===== config.mk =====
export PLATFORM = sky130hd
export DESIGN_NAME = uart_rx_param
export DESIGN_NICKNAME = d
export VERILOG_FILES = /design/src/rtl/uart_pkg.sv /design/src/rtl/uart_rx_fifo.sv /design/src/rtl/uart_rx_param.sv
export SDC_FILE = /design/constraint.sdc
export NUM_CORES = 1
export LEC_CHECK = 0
export BUFFER_PORTS_ARGS = -buffer_cell sky130_fd_sc_hd__buf_4
export CAP_MARGIN = 20
export CORE_ASPECT_RATIO = 1.25
export CORE_UTILIZATION = 52
export CTS_CLUSTER_DIAMETER = 50
export CTS_CLUSTER_SIZE = 14
export DETAILED_ROUTE_END_ITERATION = 8
export HOLD_SLACK_MARGIN = 0.05
export PLACE_DENSITY = 0.71
export SLEW_MARGIN = 15
export SYNTH_ARGS = -nofsm -noshare
export SYNTH_HDL_FRONTEND = slang
export SYNTH_HIERARCHICAL = 1
export SYNTH_SLANG_ARGS = --single-unit
export TNS_END_PERCENT = 20

===== constraint.sdc =====
create_clock -name clk -period 1.7 [get_ports clk]
set_clock_uncertainty 0.05 [all_clocks]
set_input_delay 0.17 -clock clk [delete_from_list [all_inputs] [get_ports clk]]
set_output_delay 0.17 -clock clk [all_outputs]
set_load 0.01 [all_outputs]

===== src/rtl/uart_pkg.sv =====
// Shared types and helpers for the parametrised UART receiver.
// Parity modes, receiver FSM states and the 2-of-3 majority vote.
package uart_pkg;

    typedef enum logic [1:0] {
        PAR_NONE = 2'd0,
        PAR_ODD  = 2'd1,
        PAR_EVEN = 2'd2
    } parity_t;

    typedef enum logic [2:0] {
        ST_IDLE,
        ST_START,
        ST_DATA,
        ST_PARITY,
        ST_STOP,
        ST_WAIT_IDLE
    } rx_state_t;

    function automatic logic maj3(input logic a,
                                  input logic b,
                                  input logic c);
        return (a & b) | (a & c) | (b & c);
    endfunction

endpackage


===== src/rtl/uart_rx_fifo.sv =====
// First-word-fall-through receive FIFO for uart_rx_param.
// Pointers carry one extra wrap bit; full/empty come from the MSB compare.
module uart_rx_fifo #(
    parameter int WIDTH = 9,
    parameter int DEPTH = 16
) (
    input  logic             clk,
    input  logic             rst_n,
    input  logic             push,
    input  logic [WIDTH-1:0] din,
    input  logic             pop,
    output logic [WIDTH-1:0] dout,
    output logic             empty,
    output logic             full
);
    localparam int AW = $clog2(DEPTH);

    logic [WIDTH-1:0] mem [DEPTH];
    logic [AW:0]      wp;
    logic [AW:0]      rp;
    logic             do_push;
    logic             do_pop;

    assign empty   = (wp == rp);
    assign full    = (wp[AW] != rp[AW]) && (wp[AW-1:0] == rp[AW-1:0]);
    assign do_pop  = pop && !empty;
    assign do_push = push && (!full || do_pop);
    assign dout    = mem[rp[AW-1:0]];

    // Storage is not reset; equal pointers hide stale entries.
    always_ff @(posedge clk) begin
        if (do_push) mem[wp[AW-1:0]] <= din;
    end

    // Read and write pointers wrap naturally.
    always_ff @(posedge clk or negedge rst_n) begin
        if (!rst_n) begin
            wp <= '0;
            rp <= '0;
        end else begin
            if (do_push) wp <= wp + 1'b1;
            if (do_pop)  rp <= rp + 1'b1;
        end
    end

endmodule


===== src/rtl/uart_rx_param.sv =====
// Parametrised oversampling UART receiver with majority-voted sampling.
// Define UART_RX_FIFO_EN to add a FWFT receive FIFO with rd_ack pop.
module uart_rx_param
    import uart_pkg::*;
#(
    parameter int DATA_BITS  = 8,
    parameter int OVERSAMPLE = 16,
    parameter int PARITY     = 0,
    parameter int STOP_BITS  = 1,
    parameter int FIFO_DEPTH = 16
) (
    input  logic                 clk,
    input  logic                 rst_n,
    input  logic                 data_rd,
    input  logic                 sample_en,
    input  logic                 rd_ack,
    output logic [DATA_BITS-1:0] dataout,
    output logic                 data_valid,
    output logic                 parity_err,
    output logic                 frame_err,
    output logic                 overrun,
    output logic                 rx_busy
);
    localparam int CW = $clog2(OVERSAMPLE);
    localparam int BW = $clog2(DATA_BITS + 1);
    localparam logic [CW-1:0] T_A    = CW'(OVERSAMPLE / 2 - 1);
    localparam logic [CW-1:0] T_B    = CW'(OVERSAMPLE / 2);
    localparam logic [CW-1:0] T_C    = CW'(OVERSAMPLE / 2 + 1);
    localparam logic [CW-1:0] T_LAST = CW'(OVERSAMPLE - 1);
    localparam logic [BW-1:0] B_LAST = BW'(DATA_BITS - 1);
    localparam logic [BW-1:0] B_FULL = BW'(DATA_BITS);
    localparam logic          S_LAST = 1'(STOP_BITS - 1);
    localparam parity_t       PMODE  = parity_t'(2'(PARITY));

    logic                 s1, s2, s3;
    logic                 rx, fall;
    rx_state_t            state, state_n;
    logic [CW-1:0]        cnt, cnt_n;
    logic [BW-1:0]        bit_cnt, bit_n;
    logic                 stop_cnt, stop_n;
    logic [1:0]           smp, smp_n;
    logic [DATA_BITS-1:0] shreg, shreg_n;
    logic                 perr, perr_n;
    logic                 vote, deliver, ferr;

    // Synchronise the line; reset low so a line already low never fakes a start edge.
    always_ff @(posedge clk or negedge rst_n) begin
        if (!rst_n) begin
            s1 <= 1'b0;
            s2 <= 1'b0;
            s3 <= 1'b0;
        end else begin
            s1 <= data_rd;
            s2 <= s1;
            s3 <= s2;
        end
    end

    assign rx   = s2;
    assign fall = s3 & ~s2;

    // FSM state and datapath registers.
    always_ff @(posedge clk or negedge rst_n) begin
        if (!rst_n) begin
            state    <= ST_IDLE;
            cnt      <= '0;
            bit_cnt  <= '0;
            stop_cnt <= 1'b0;
            smp      <= '0;
            shreg    <= '0;
            perr     <= 1'b0;
        end else begin
            state    <= state_n;
            cnt      <= cnt_n;
            bit_cnt  <= bit_n;
            stop_cnt <= stop_n;
            smp      <= smp_n;
            shreg    <= shreg_n;
            perr     <= perr_n;
        end
    end

    // Bit timing, 3-sample voting, word assembly and frame checks.
    always_comb begin
        state_n = state;
        cnt_n   = cnt;
        bit_n   = bit_cnt;
        stop_n  = stop_cnt;
        smp_n   = smp;
        shreg_n = shreg;
        perr_n  = perr;
        deliver = 1'b0;
        ferr    = 1'b0;
        vote    = maj3(smp[0], smp[1], rx);
        unique case (state)
            ST_IDLE: begin
                if (fall) begin
                    state_n = ST_START;
                    cnt_n   = '0;
                end
            end
            ST_WAIT_IDLE: begin
                if (sample_en) begin
                    if (!rx) begin
                        cnt_n = '0;
                    end else if (cnt == T_LAST) begin
                        state_n = ST_IDLE;
                        cnt_n   = '0;
                    end else begin
                        cnt_n = cnt + 1'b1;
                    end
                end
            end
            default: begin
                if (sample_en) begin
                    cnt_n = (cnt == T_LAST) ? '0 : cnt + 1'b1;
                    if (cnt == T_A) smp_n[0] = rx;
                    if (cnt == T_B) smp_n[1] = rx;
                    if (cnt == T_C) begin
                        unique case (1'b1)
                            state == ST_START: begin
                                if (vote) begin
                                    state_n = ST_IDLE;
                                end else begin
                                    state_n = ST_DATA;
                                    bit_n   = '0;
                                    stop_n  = 1'b0;
                                    perr_n  = 1'b0;
                                end
                            end
                            state == ST_DATA: begin
                                shreg_n = {vote, shreg[DATA_BITS-1:1]};
                                if (bit_cnt != B_FULL) bit_n = bit_cnt + 1'b1;
                                if (bit_cnt == B_LAST)
                                    state_n = (PMODE == PAR_NONE) ? ST_STOP : ST_PARITY;
                            end
                            state == ST_PARITY: begin
                                perr_n  = (^shreg) ^ vote ^ (PMODE == PAR_ODD);
                                state_n = ST_STOP;
                            end
                            default: begin
                                if (!vote) begin
                                    ferr    = 1'b1;
                                    state_n = ST_WAIT_IDLE;
                                    cnt_n   = '0;
                                end else if (stop_cnt == S_LAST) begin
                                    deliver = 1'b1;
                                    state_n = ST_IDLE;
                                end else begin
                                    stop_n = 1'b1;
                                end
                            end
                        endcase
                    end
                end
            end
        endcase
    end

    assign rx_busy = (state == ST_DATA) || (state == ST_PARITY) ||
                     (state == ST_STOP);

    // Framing error strobe.
    always_ff @(posedge clk or negedge rst_n) begin
        if (!rst_n) frame_err <= 1'b0;
        else        frame_err <= ferr;
    end

`ifdef UART_RX_FIFO_EN
    logic               full, empty;
    logic [DATA_BITS:0] head;

    uart_rx_fifo #(
        .WIDTH(DATA_BITS + 1),
        .DEPTH(FIFO_DEPTH)
    ) u_fifo (
        .clk  (clk),
        .rst_n(rst_n),
        .push (deliver),
        .din  ({perr, shreg}),
        .pop  (rd_ack),
        .dout (head),
        .empty(empty),
        .full (full)
    );

    assign dataout    = empty ? '0 : head[DATA_BITS-1:0];
    assign parity_err = empty ? 1'b0 : head[DATA_BITS];
    assign data_valid = ~empty;

    // A word arriving into a full FIFO with no pop is dropped.
    always_ff @(posedge clk or negedge rst_n) begin
        if (!rst_n) overrun <= 1'b0;
        else        overrun <= deliver & full & ~rd_ack;
    end
`else
    logic unused_cfg;
    assign unused_cfg = rd_ack & (FIFO_DEPTH > 1);
    assign overrun    = 1'b0;

    // Hold the last good word and pulse valid per delivery.
    always_ff @(posedge clk or negedge rst_n) begin
        if (!rst_n) begin
            dataout    <= '0;
            parity_err <= 1'b0;
            data_valid <= 1'b0;
        end else begin
            data_valid <= deliver;
            if (deliver) begin
                dataout    <= shreg;
                parity_err <= perr;
            end
        end
    end
`endif

endmodule


* After elaboration in Yosys (flattened, before gate mapping)
Cells that the tools add are included. Widths: inputs -> output; s select.
Storage, ports and cells: register bits after elaboration 37, input bits 5
Operators by class: add/subtract/negate cells 2, equality and inequality tests 19, mux-type cells 40, bitwise operators 10, reductions and logical operators 20
Operators with widths (number):
- $mux 4 | 10
- $mux 3 | 9
- $pmux 4 s2 | 2
- $mux 1 | 14
- $eq 4x4->1 const B | 3
- $reduce_and 6->1 | 2
- $ne 2x2->1 const B | 5
- $pmux 3 s3 | 1
- $reduce_and 3->1 | 3
- $add 4x1->4 const B | 2
- $eq 4x3->1 const B | 2
- $reduce_and 8->1 | 1
- $reduce_bool 2->1 | 4
- $reduce_xor 8->1 | 1
- $ne 7x2->1 const B | 1
- $eq 3x2->1 const B | 2
- $eq 3x3->1 const B | 2
- $pmux 3 s2 | 1
- $reduce_and 5->1 | 1
- $and 1x1->1 | 4
- $ne 4x1->1 const B | 1
- $ne 4x4->1 const B | 1
- $pmux 1 s2 | 2
- $reduce_and 4->1 | 1
- other kinds (11) | 16

* Longest topological paths before layout
word-level depth 8, depth in mapped cells 7

* Worst setup path after synthesis
Ideal clock, no wire load.
kind reg2reg, start point reg cnt[0], end point reg state[0], setup time 0.079 ns, data arrival time 1.606 ns, path slack -0.036 ns, cell stages (with the launch flop) 6, buffers on the path 0, clock period less this slack 1.736 ns, cell sequence dfrtp_1 -> ha_1 -> and4_1 -> o32ai_1 -> or3_1 -> mux2i_1
On the way: word-level cells in the longest chain between the ends 3, elaborated cells on any way between the ends 5
RTL lines:
- start, declared | RTL line uart_rx_param.sv:38 | logic [CW-1:0] cnt, cnt_n;
- start signal, assigned | RTL line uart_rx_param.sv:74 | cnt <= cnt_n;
- $eq 4x4->1, on equally long branches | RTL line uart_rx_param.sv:106, uart_rx_param.sv:119
- $ne 2x2->1 (no source line) / $reduce_bool 3->1 (equally long branches)
- $reduce_and 8->1 (no source line) (*)
- end signal, assigned | RTL line uart_rx_param.sv:73 | state <= state_n;
- end, declared | RTL line uart_rx_param.sv:37 | rx_state_t state, state_n;
Mark *: on every way between the ends. The rest lies on a longest branch, timed or not. A chain may end at the register's enable or synchronous reset.

* Worst setup path after layout
start point reg s2, in the netlist rx, end point reg state[2]
On the way: word-level cells in the longest chain between the ends 8, elaborated cells on any way between the ends 15
RTL lines:
- start, declared | RTL line uart_rx_param.sv:35 | logic s1, s2, s3;
- start signal, assigned | RTL line uart_rx_param.sv:50 | s2 <= 1'b0;
- start signal, assigned | RTL line uart_rx_param.sv:54 | s2 <= s1;
- $and 1x1->1 | RTL line uart_pkg.sv:23 | return (a & b) | (a & c) | (b & c);
- $or 1x1->1 (2 in a row) | RTL line uart_pkg.sv:23
- $mux 3 | RTL line uart_rx_param.sv:142 | if (!vote) begin
- $pmux 3 s3 | RTL line uart_rx_param.sv:120 | unique case (1'b1)
- $mux 3 | RTL line uart_rx_param.sv:119 | if (cnt == T_C) begin
- $mux 3 | RTL line uart_rx_param.sv:115 | if (sample_en) begin
- $pmux 3 s2 | RTL line uart_rx_param.sv:95 | unique case (state)
Several ways; a longest one is shown, not always the timed one. The select of a mux whose other input is x is not followed.

==> impl_metrics.ini <==
[cts]
cts_inserted_buffers = 5
clock_path_buffers = 2
cts-root-buf = clkbuf_8
clk_pin_slew_worst_paths_ns = 0.07
cts_sinks = 36
htreeDepth = 2
cts_tree = done
insertion_delay_ns = 0.29

[worst_setup_path]
crit_buf_inv = 1
path_class = flip-flop to flip-flop
crit_required_ns = 1.84
path_cells = buf_4 > and2b_2 > a21oi_2 > or3_4 > a221oi_2
worstPathArrival_ns = 1.90
endpoint_kind = flip-flop
crit_fanout = 4
slowest_delay_ns = 0.41
cpLargestDelayFamily = simple AND/OR/NAND/NOR gates
critPathLaunchType = flip-flop
crit_slowest_cell = dfrtp_1

[synthesis]
synth_mux_area_frac = 0.124
synth_seq_area_share = 0.476
synth_top_family_by_area = simple AND/OR/NAND/NOR gates
async_flop_share = 1.00
synth_warnings = 6
synth_xor_area_frac = 0.0443
synthCells = 167
synth_area_leaders = dfrtp_1 (48%), mux2_2 (11%), ha_1 (3.3%)
synthAdderAreaFrac = 0.0390
synth_nets = 177
ys.flop_type = dfrtp_1
yosys.area.top_type = dfrtp_1
syn_area_um2 = 1890
synthSimpleGateAreaFrac = 0.159
synth_top_area_frac = 0.476
synth-seq-cells = 36
synth-compound-area-share = 0.118
avgSynthCellArea_um2 = 11.3
synth_cell_types = 52
synth_edf_count = 0

[final_layout]
fin_cells = 259
finalInstanceArea_um2 = 2570
layout_commonest_cell = buf_4
nets = 230
antennaDiodeCount = 0
syn2layout_area_growth_pct = 35.5
finish.utilization = 0.737
fillers = 231
layout_common_cells = buf_4 (47), dfrtp_1 (32), mux2_2 (18), nand2_1 (9), inv_1 (7)
layout-drive-gt1-share = 0.514

[placed_design]
dpl_cell_area_um2 = 2230
port-buffer-count = 15
place_inst = 241
place_congestion = 0.809
hpwl_um = 2740
dp_slack_ns = -0.116

[sta]
fin_crit_sh = 1.03
max_freq_mhz = 571
fin_ws_ns = -0.0507
finalCriticalPeriod_ns = 1.75
rsz0062_at_grt = yes
finalHoldViolations = 0
setup_viol = 4
whs_ns = 0.303
maxSlewViolCount = 0
finalSetupTns_ns = -0.147

[power]
power_leakage_nw = 1.23
power_mw = 3.81
powerDensity_nw_per_um2 = 1480
ir_worst_vdd_uv = 993

[status]
status = complete, but fails checks
failed_checks = negative setup slack

[drt]
drc = 0
routedWlPerCell_um = 16.0
ant_nets = 0
drt_iter0_drc = 51
num_vias = 1500
drt-vias-per-instance = 5.79
wl_um = 4130
firstDrtPassIters = 4

[floorplanning]
num_io_pins = 18
start_util = 0.544
placementRows = 24
die_area_um2 = 3890
die_w_um = 56.0
core_um2 = 3480
die_h_um = 69.5

[global_routing]
grt_pass1_vias = 1617
overflow = 0
grt_pass1_wl_um = 7270
antenna_found_initial = 0
grt_max_degree = 37
grt_usage = 0.239

[worst_hold_path]
hold_class = flip-flop to flip-flop

[job]
drv_cap = 0
-- logic make-up after synthesis --
family                   count (synthesis)
AO/OA/AOI/OAI                           31
XOR/XNOR                                 8
adder cells (fa/ha/maj)                  6
buffers and inverters                   16
flip-flops                              36
multiplexers                            21
other                                    1
AND/OR/NAND/NOR                         48
-- state kept, by name (all words and copies together) (netlist names) --
register and count:
shreg 8, data_valid 1, bit_cnt 4, state 3
parity_err 1, rx 1, cnt 4, frame_err 1
s3 1, smp 2, perr 1, s1 1
dataout 8
-- layer usage --
metal  part of all wire  global-route usage
met5                  0                   0
met4              0.036               0.122
met3              0.044              0.0522
met2               0.51               0.399
met1               0.41               0.288
-- synthesized netlist by cell type, drive strengths merged (3+ instances only) --
master and count:
a211oi 3, a21o 3, a21oi 5, and2 3
buf 6, dfrtp 36, ha 5, inv 9
mux2 20, nand2 10, nand2b 3, nand3 3
nor2 6, o21ai 6, or3 3, xnor2 6
-- worst paths after layout --
| check | start | end | slack (ns) | cells past startpoint |
|---|---|---|---|---|
| max in group asynchronous | rst_n | cnt[0] | 0.96 | 2 |
| worst max-delay path | rx | state[2] | -0.05 | 5 |
| min in group asynchronous | rst_n | state[0] | 0.31 | 2 |
| worst min register to register | s1 | rx | 0.30 | 0 |
| worst max register to register | rx | state[2] | -0.05 | 5 |
| worst min-delay path | s1 | rx | 0.30 | 0 |
-- repair_timing --
item / CTS / global route
setup endpoints to repair: 22 / 30
hold buffers: 2 / 0
hold endpoints to repair: 37 / 0
buffers inserted: 3 / 6
resized for setup: 24 / 19
pin swaps: 11 / 11
-- cell type report --
type | count | area, um2 | area share
Clock buffer | 5 | 68.8 | 0.0268
Clock inverter | 2 | 12.5 | 0.00488
Inverter | 9 | 37.5 | 0.0146
Multi-Input combinational cell | 115 | 1070 | 0.419
Sequential cell | 36 | 906 | 0.353
Tap cell | 39 | 48.8 | 0.0190
Timing Repair Buffer | 53 | 418 | 0.163
-- where the power goes --
part / internal [mW] / switching, mW
Clock: 0.277 / 0.300
Sequential: 0.998 / 0.201
Combinational: 1.07 / 0.966
(Power assumes the default switching activity.)
